`src/rtl/piso_pkg.sv`:
```
// Shared types and helpers for the parallel-in serial-out transmitter.
// The PARITY state is only reachable when PARITY_EN is defined.
package piso_pkg;

    typedef enum logic [1:0] {
        StIdle,
        StShift,
        StParity
    } piso_state_e;

    localparam int unsigned DEFAULT_WIDTH = 4;

    // Bits needed to hold a bit index of a WIDTH-bit word (0 .. WIDTH-1).
    function automatic int unsigned cnt_width(input int unsigned width);
        return (width > 2) ? $clog2(width) : 1;
    endfunction

endpackage

```
`src/rtl/piso_serializer.sv`:
```
// Parallel-in serial-out transmitter with a valid/ready load and a shift_en bit tick.
// Define PARITY_EN to append an even-parity bit after the data bits.
module piso_serializer
    import piso_pkg::*;
#(
    parameter int unsigned WIDTH     = DEFAULT_WIDTH,
    parameter bit          MSB_FIRST = 1'b1
) (
    input  logic             clk,
    input  logic             rst_n,
    input  logic             load_valid,
    output logic             load_ready,
    input  logic [WIDTH-1:0] in,
    input  logic             shift_en,
    output logic             ser_out,
    output logic             ser_valid,
    output logic             busy,
    output logic             done
);

    localparam int unsigned     CW       = cnt_width(WIDTH);
    localparam logic [CW-1:0]   CNT_LAST = CW'(WIDTH - 1);

    piso_state_e      state_q, state_d;
    logic [WIDTH-1:0] shreg_q, shreg_d;
    logic [CW-1:0]    cnt_q, cnt_d;
    logic             ser_out_q, ser_out_d;
    logic             ser_valid_q, ser_valid_d;
    logic             done_q, done_d;
`ifdef PARITY_EN
    logic             parity_q, parity_d;
`endif

    logic [WIDTH-1:0] shreg_shifted;
    logic             in_head;
    logic             shifted_head;

    // The bit on ser_out is always the head of the shift register in the chosen direction.
    always_comb begin
        if (MSB_FIRST) begin
            shreg_shifted = {shreg_q[WIDTH-2:0], 1'b0};
            in_head       = in[WIDTH-1];
            shifted_head  = shreg_shifted[WIDTH-1];
        end else begin
            shreg_shifted = {1'b0, shreg_q[WIDTH-1:1]};
            in_head       = in[0];
            shifted_head  = shreg_shifted[0];
        end
    end

    // State register
    always_ff @(posedge clk) begin
        if (!rst_n) begin
            state_q <= StIdle;
        end else begin
            state_q <= state_d;
        end
    end

    // Next-state logic
    always_comb begin
        state_d = state_q;
        unique case (state_q)
            StIdle: begin
                if (load_valid) begin
                    state_d = StShift;
                end
            end
            StShift: begin
                if (shift_en && (cnt_q == '0)) begin
`ifdef PARITY_EN
                    state_d = StParity;
`else
                    state_d = StIdle;
`endif
                end
            end
            StParity: begin
`ifdef PARITY_EN
                if (shift_en) begin
                    state_d = StIdle;
                end
`else
                state_d = StIdle;
`endif
            end
            default: state_d = StIdle;
        endcase
    end

    // Datapath next-state: shift register, bit counter and registered serial outputs.
    always_comb begin
        shreg_d     = shreg_q;
        cnt_d       = cnt_q;
        ser_out_d   = ser_out_q;
        ser_valid_d = ser_valid_q;
        done_d      = 1'b0;
`ifdef PARITY_EN
        parity_d    = parity_q;
`endif
        unique case (state_q)
            StIdle: begin
                ser_out_d   = 1'b0;
                ser_valid_d = 1'b0;
                if (load_valid) begin
                    shreg_d     = in;
                    cnt_d       = CNT_LAST;
                    ser_out_d   = in_head;
                    ser_valid_d = 1'b1;
`ifdef PARITY_EN
                    parity_d    = ^in;
`endif
                end
            end
            StShift: begin
                if (shift_en) begin
                    if (cnt_q != '0) begin
                        shreg_d   = shreg_shifted;
                        cnt_d     = cnt_q - CW'(1);
                        ser_out_d = shifted_head;
                    end else begin
`ifdef PARITY_EN
                        ser_out_d   = parity_q;
                        ser_valid_d = 1'b1;
`else
                        ser_out_d   = 1'b0;
                        ser_valid_d = 1'b0;
                        done_d      = 1'b1;
`endif
                    end
                end
            end
            StParity: begin
                if (shift_en) begin
                    ser_out_d   = 1'b0;
                    ser_valid_d = 1'b0;
                    done_d      = 1'b1;
                end
            end
            default: begin
                ser_out_d   = 1'b0;
                ser_valid_d = 1'b0;
            end
        endcase
    end

    always_ff @(posedge clk) begin
        if (!rst_n) begin
            shreg_q     <= '0;
            cnt_q       <= '0;
            ser_out_q   <= 1'b0;
            ser_valid_q <= 1'b0;
            done_q      <= 1'b0;
`ifdef PARITY_EN
            parity_q    <= 1'b0;
`endif
        end else begin
            shreg_q     <= shreg_d;
            cnt_q       <= cnt_d;
            ser_out_q   <= ser_out_d;
            ser_valid_q <= ser_valid_d;
            done_q      <= done_d;
`ifdef PARITY_EN
            parity_q    <= parity_d;
`endif
        end
    end

    // Outputs
    always_comb begin
        load_ready = (state_q == StIdle);
        busy       = (state_q != StIdle);
        ser_out    = ser_out_q;
        ser_valid  = ser_valid_q;
        done       = done_q;
    end

endmodule

```
`config.mk`:
```
export PLATFORM = sky130hd
export DESIGN_NAME = piso_serializer
export DESIGN_NICKNAME = d
export VERILOG_FILES = /design/src/rtl/piso_pkg.sv /design/src/rtl/piso_serializer.sv
export SDC_FILE = /design/constraint.sdc
export NUM_CORES = 1
export LEC_CHECK = 0
export CAP_MARGIN = 0
export CORE_AREA = 2 2 39 41
export DETAILED_ROUTE_END_ITERATION = 6
export DIE_AREA = 0 0 41 43
export GPL_TIMING_DRIVEN = 0
export SYNTH_ARGS = -nofsm -noshare
export SYNTH_HDL_FRONTEND = slang
export SYNTH_SLANG_ARGS = --single-unit
export TNS_END_PERCENT = 50
```
`constraint.sdc`:
```
create_clock -name clk -period 1.5 [get_ports clk]
set_input_delay 0.225 -clock clk [delete_from_list [all_inputs] [get_ports clk]]
set_output_delay 0.225 -clock clk [all_outputs]
set_load 0.05 [all_outputs]
```
# Word-level counts from Yosys, hierarchy flattened

Cells that the tools add are included.

Bits in registers: 10
Output and inout bits: 5
Logic and storage cells: 49

Multiplexer cells: 24
Equality and inequality tests: 8
Add/subtract/negate cells: 1
Reductions and logical operators: 10

Operators with widths:

| kind                  | number |
|---|---|
| $ne A2 B2 Y1 const B  | 6 |
| $mux W1               | 10 |
| $mux W2               | 5 |
| $mux W3               | 3 |
| $pmux W2 S2           | 2 |
| $pmux W1 S3           | 2 |
| $pmux W3 S2           | 1 |
| $reduce_bool A2 Y1    | 3 |
| $logic_not A2 Y1      | 2 |
| $reduce_and A2 Y1     | 2 |
| $reduce_and A4 Y1     | 1 |
| $reduce_and A3 Y1     | 1 |
| $eq A2 B1 Y1 const B  | 1 |
| $eq A2 B2 Y1 const B  | 1 |
| $pmux W1 S2           | 1 |
| $sub A2 B1 Y2 const B | 1 |
| $logic_and A1 B1 Y1   | 1 |

# Logic depth before layout (Yosys ltp)

Word-level depth: 4
Depth in mapped cells: 5

# Worst setup path before layout

Ideal clock, no wire load.

Path type: flip-flop to flip-flop
Start point: register state_q[0]
End point: register shreg_q[1]
Library setup time: 0.124 ns
Slack: -0.030 ns
Data arrival time: 1.406 ns
Buffers on the path: 1
Period minus slack after synthesis: 1.530 ns
Required time: 1.376 ns
Cell stages (with the launch flop): 5
Path through: dfxtp_1 buf_2 inv_1 o211ai_1 mux2i_1

Word-level cells in the longest chain between the ends: 3
Elaborated cells between the ends (all ways): 8
Classes of those cells: eq/ne: 4; mux: 1; reduce/logical: 3

Ends and longest elaborated chain:

| item                                                         | line                   | text |
|---|---|---|
| start, declared                                              | piso_serializer.sv:24  | `piso_state_e state_q, state_d;` |
| start signal, assigned                                       | piso_serializer.sv:54  | `state_q <= StIdle;` |
| start signal, assigned                                       | piso_serializer.sv:56  | `state_q <= state_d;` |
| $logic_not A2 Y1 (*)                                         | --                     |  |
| net load_ready                                               | piso_serializer.sv:12  | `output logic load_ready,` |
| $ne A2 B2 Y1 (no line) or $reduce_bool A2 Y1 (tied branches) | --                     |  |
| $reduce_and A4 Y1 (no line)                                  | --                     |  |
| end signal, assigned                                         | piso_serializer.sv:158 | `shreg_q <= shreg_d;` |
| end, declared                                                | piso_serializer.sv:25  | `logic [WIDTH-1:0] shreg_q, shreg_d;` |

The timed path passes the listed nets; every way through them passes the cells marked *.
A chain may end at the register's enable or synchronous reset.

# Worst setup path in the final report

Start point: register cnt_q[0]
End point: register cnt_q[1]

Word-level cells in the longest chain between the ends: 4
Elaborated cells between the ends (all ways): 7
Classes of those cells: add/sub: 1; eq/ne: 1; mux: 3; reduce/logical: 2

Ends and longest elaborated chain:

| item                   | line                   | text |
|---|---|---|
| start, declared        | piso_serializer.sv:26  | `logic [CW-1:0] cnt_q, cnt_d;` |
| start signal, assigned | piso_serializer.sv:159 | `cnt_q <= cnt_d;` |
| $sub A2 B1 Y2          | piso_serializer.sv:119 | `cnt_d = cnt_q - CW'(1);` |
| $mux W2                | piso_serializer.sv:117 | `if (cnt_q != '0) begin` |
| $mux W2                | piso_serializer.sv:116 | `if (shift_en) begin` |
| $pmux W2 S2            | piso_serializer.sv:101 | `unique case (state_q)` |

Parallel ways exist; a longest one is shown, timed or not. The select of a mux whose other input is x is not followed.

==> flow_summary.ini <==
[run_status]
outcome = finished clean

[layout]
diodes = 0
multi_input_area_um2 = 255
drive_above_1_share = 0.215
nNetsFinal = 76
seqCellArea_um2 = 181
syn2layout_area_growth_pct = 33.5
final_util = 0.454
fin_cells = 81
final_area_um2 = 628
fillerInstances = 141

[clock_tree]
cts_buffer_depth = 2
cts_root_buffer = clkbuf_4
clk_latency_ps = 260
cts_tree = yes
clock_sinks = 9
cts_max_level = 1
cts_hold_buf = 0
cts_inserted_buffers = 3
clk_pin_slew_ps = 60

[floorplanning]
placementRows = 14
io_pins = 13
die_h_um = 43
core_area_um2 = 1380
start_util = 0.340
die_x_um = 41
die_area_um2 = 1760

[synth]
synth_nets = 59
synth_seq_area_share = 0.383
netlist_instances = 49
async_flop_share = 0
synth_area_leaders = dfxtp_1 (38%), mux2i_1 (6.4%), ha_1 (5.3%), nand2_1 (4.0%), a21oi_1 (3.2%)
synth_edf_count = 0
yosys_warnings = 0
syn_area_um2 = 470
ys.flop_type = dfxtp_1
ys_types = 26
synth_top_area_share = 0.383
syn_avg_cell_area_um2 = 9.60
ys_ff_latch = 9
yosys.area.top_type = dfxtp_1

[grt]
overflow = 0
antenna_found_initial = 0
grt_start_max_net_pins = 11
grt_pass1_wl_um = 1610
grt_pass1_vias = 375
grt_util_all_layers = 0.148

[route]
wl_per_cell_um = 12.4
ant_nets = 0
dr.pass1.iters = 4
drt_iter0_drc = 15
drcViolationCount = 0
viasPerCell = 5.05
num_vias = 409
wirelength_um = 1000

[setup_path]
critical_path_class = flop to flop
crit_fanout = 4
path_delay_family = flip-flops
cp_num_cells = 5
reg2reg_to = cnt_q[1]$_SDFFE_PN0P_
worstPathRequired_ps = 1700
r2r_cells = 5
reg2reg_slack_ps = 120
crit_path_end_kind = flop
path_buf_inv = 1
cpPeakStageDelay_ps = 370
critPathArrivalTime_ps = 1590
path_cells = inv_1 -> ha_1 -> nor2b_4 -> mux2_4 -> a21oi_2
cp-start-kind = flop
slowest_stage = dfxtp_1
r2r_start = cnt_q[0]$_SDFFE_PN0P_

[placement]
placed_cells = 77
dpl-instance-area_um2 = 612
routabilityCongestion = 0.670
hpwlAfterDp_um = 662
numPortBuffers = 12

[timing]
hold_viol = 0
worst_slew_pin_slew_ps = 492
fin_crit_ps = 1380
setup_viol = 0
fin_hold_ws_ps = 457
finalMaxSlewViolations = 0
slew_headroom = 0.673
finClkSkew_ps = 4.35
grt_setup_unrepaired = no
post-route-period-util = 0.920
fmax_ghz = 0.724

[hold_path]
min_to = shreg_q[1]$_SDFFE_PN0P_
holdPathStages = 2
worstHoldStart = shreg_q[1]$_SDFFE_PN0P_
holdCritPathClass = flop to flop

[power_and_ir_drop]
p_total_mw = 0.641
p_leak_nw = 0.279
p_per_area_nw_per_um2 = 1020
max-vdd-ir-drop_v = 0.000319

[job]
maxCapViolCount = 0
## synth_stat cells (2+ instances only)
cell and n:
mux2i_1 3, o31ai_1 2, inv_1 4, o211ai_1 2, a21oi_1 3, or2_2 2
nand2_1 5, dfxtp_1 9, ha_1 2
## where the power goes
part	leakage (nW)	switching [mW]	internal [mW]
clock network	0.0150	0.0884	0.103
logic	0.190	0.0988	0.0795
registers	0.0747	0.0116	0.260
## logic make-up (layout without fill, tap and decap cells)
kind of cell / after synthesis / in the layout / synth area share
simple gates: 13 / 13 / 0.173
flops: 9 / 9 / 0.383
buf+inv: 7 / 23 / 0.0744
fa+ha+maj: 2 / 2 / 0.0532
compound gates: 13 / 13 / 0.202
mux: 4 / 4 / 0.0957
xor+xnor: 1 / 1 / 0.0186
## stage by stage
step                      setup slack, ps  TNS, ps
after detailed placement            -80.2     -118
after floorplan                       146        0
after global placement              -84.7     -118
final                                 120        0
after global routing                 67.1        0
after CTS                            56.8        0
## state kept, by name, summed over array words and instances, names as in the netlist
| signal | count |
|---|---|
| done | 1 |
| state_q | 1 |
| ser_out | 1 |
| cnt_q | 2 |
| ser_valid | 1 |
| shreg_q | 3 |
## worst register-to-register path: stages (launching register included)
cell	delay [ps]
dfxtp_1	370
inv_1	80
ha_1	250
nor2b_4	180
mux2_4	320
a21oi_2	120
## layout by cell type (no fill, tap or decap)
master and instances:
mux2i_1 3, o22ai_1 1, dfxtp_1 8, nor2b_1 1, or2_2 2, nand3_1 1
xnor2_1 1, and4_2 1, dlygate4sd2_1 4, ha_1 2, dfxtp_2 1, o21a_1 1
inv_1 4, buf_6 1, clkbuf_4 3, and3b_1 1, nand2_1 5, buf_2 2
clkdlybuf4s50_1 7, o31ai_1 2, clkbuf_1 2, o211a_1 1, o221ai_1 1, o211ai_1 2
a21oi_2 1, mux2_4 1, a21o_2 1, a21oi_1 3, nor2b_4 1, and2_1 1
## area by class of cell
cell class	instances	share of cell area
Buffer	3	0.0319
Sequential cell	9	0.289
Tap cell	16	0.0319
Multi-Input combinational cell	33	0.406
Inverter	4	0.0239
Timing Repair Buffer	12	0.175
Clock buffer	4	0.0418
## routing by layer
metal | routed length, um | track usage | part of all wire
met5 | 0 | 0 | 0
met4 | 76 | 0.180 | 0.076
met3 | 66 | 0.0471 | 0.066
met2 | 416 | 0.175 | 0.42
met1 | 442 | 0.179 | 0.44
## how the worst max path moves through the flow
stage	start	end	slack, ps
2_1_floorplan	state_q[0]$_SDFFE_PN0P_	shreg_q[1]$_SDFFE_PN0P_	150
3_3_place_gp	state_q[0]$_SDFFE_PN0P_	load_ready	-80
3_5_place_dp	state_q[0]$_SDFFE_PN0P_	load_ready	-80
4_1_cts	state_q[0]$_SDFFE_PN0P_	load_ready	60
5_1_grt	state_q[0]$_SDFFE_PN0P_	load_ready	70
6_report	cnt_q[0]$_SDFFE_PN0P_	cnt_q[1]$_SDFFE_PN0P_	120
## what timing repair did
action / 4_1_cts / 5_1_grt
setup buffers: 0 / 0
gates resized for setup: 7 / 2
pin swaps: 0 / 0
setup endpoints to repair: 5 / 1
No activity file was read; power rests on OpenSTA's default activity.
==> RTL change 1 (config.mk and constraints unchanged) <==
`DEFAULT_WIDTH`: 4 -> 3.
--- a/src/rtl/piso_pkg.sv
+++ b/src/rtl/piso_pkg.sv
@@ -9,5 +9,5 @@
     } piso_state_e;
 
-    localparam int unsigned DEFAULT_WIDTH = 4;
+    localparam int unsigned DEFAULT_WIDTH = 3;
 
     // Bits needed to hold a bit index of a WIDTH-bit word (0 .. WIDTH-1).
Interface: changed (resized in); port bits go from 13 to 12. No check against the original RTL was run, so the function may have changed too.
==> RTL change 1 against the unedited design <==
Area after synthesis decreased by 19%; worst setup slack got worse by 0.039 ns; sequential cell count decreased by 1; routed wire length decreased by 23%; cell count decreased by 12%; total power decreased by 19%; cell area decreased by 17%; critical path depth decreased by 4; non-clock buffer count decreased by 3.
==> RTL change 1: results (changes against the unedited design) <==
ys_types: 22  # -15%
cp_max_fo: 8  # +4
synth_area_leaders: "dfxtp_1, ha_1, a21oi_1"
grt_pass1_wl_um: 1230  # -24%
multi_input_area_share: 0.370  # -0.0364
worst_pin_slew_ns: 0.487  # -0.00456 ns
min_to: "shreg_q[0]$_SDFFE_PN0P_"
syn_inst: 41  # -16%
fin_skew_ns: 0.00371  # -0.000648 ns
holdWs_ns: 0.485  # +0.0273 ns
n_fill_cell: 148  # +5.0%
peakVddDrop_mv: 0.383  # +20%
synthTopCellsByCount: "dfxtp_1, inv_1, a21oi_1, nand2_1, nor2_1"
r2r-end: "cnt_q[0]$_SDFFE_PN0P_"
clock_cell_area_share: 0.0430  # +0.00113
cts_resized: 6  # -1
hp-start: "shreg_q[0]$_SDFFE_PN0P_"
first_iter_violations: 9  # -6
drive_above_1_share: 0.164  # -0.0517
pre_cts_ws_ns: -0.0376  # +0.0426 ns
max_freq_mhz: 705  # -2.7%
reg_top3: "cnt_q: 2 flops, shreg_q: 2 flops"
status: "completed"
max_stage_delay_ns: 0.55  # +0.18 ns
crit_start: "state_q[0]$_SDFFE_PN0P_"
cp_slowest_cell: "dlygate4sd2_1"
arrival_ns: 1.19  # -0.40 ns
nonClkBufAreaFrac: 0.212  # +0.00524
gp_congestion: 0.646  # -3.5%
port-buffer-count: 11  # -1
## RTL change 1: cell families (layout without fill, tap and decap cells)
| kind of cell | count (synthesis) | count (layout) | synth area share |
|---|---|---|---|
| DFF | 8 | 8 | 0.421 |
| buffers and inverters | 5 | 19 | 0.0691 |
| and+or+nand+nor | 15 | 15 | 0.230 |
| AOI/OAI and AO/OA | 10 | 10 | 0.188 |
| muxes | 1 | 1 | 0.0263 |
| adders and majority gates | 2 | 2 | 0.0658 |
## RTL change 1: through the flow
| stage | setup TNS (ns) | total power [mW] |
|---|---|---|
| after floorplan | 0 | 0.325 |
| after global placement | -0.0367 | 0.371 |
| after detailed placement | -0.0376 | 0.372 |
| after CTS | 0 | 0.530 |
| after global routing | 0 | 0.550 |
| final | 0 | 0.522 |
## RTL change 1: layer usage
| layer | share of wire | global-route usage |
|---|---|---|
| met5 | 0 | 0 |
| met4 | 0.018 | 0.0800 |
| met3 | 0.053 | 0.0314 |
| met2 | 0.41 | 0.128 |
| met1 | 0.51 | 0.148 |
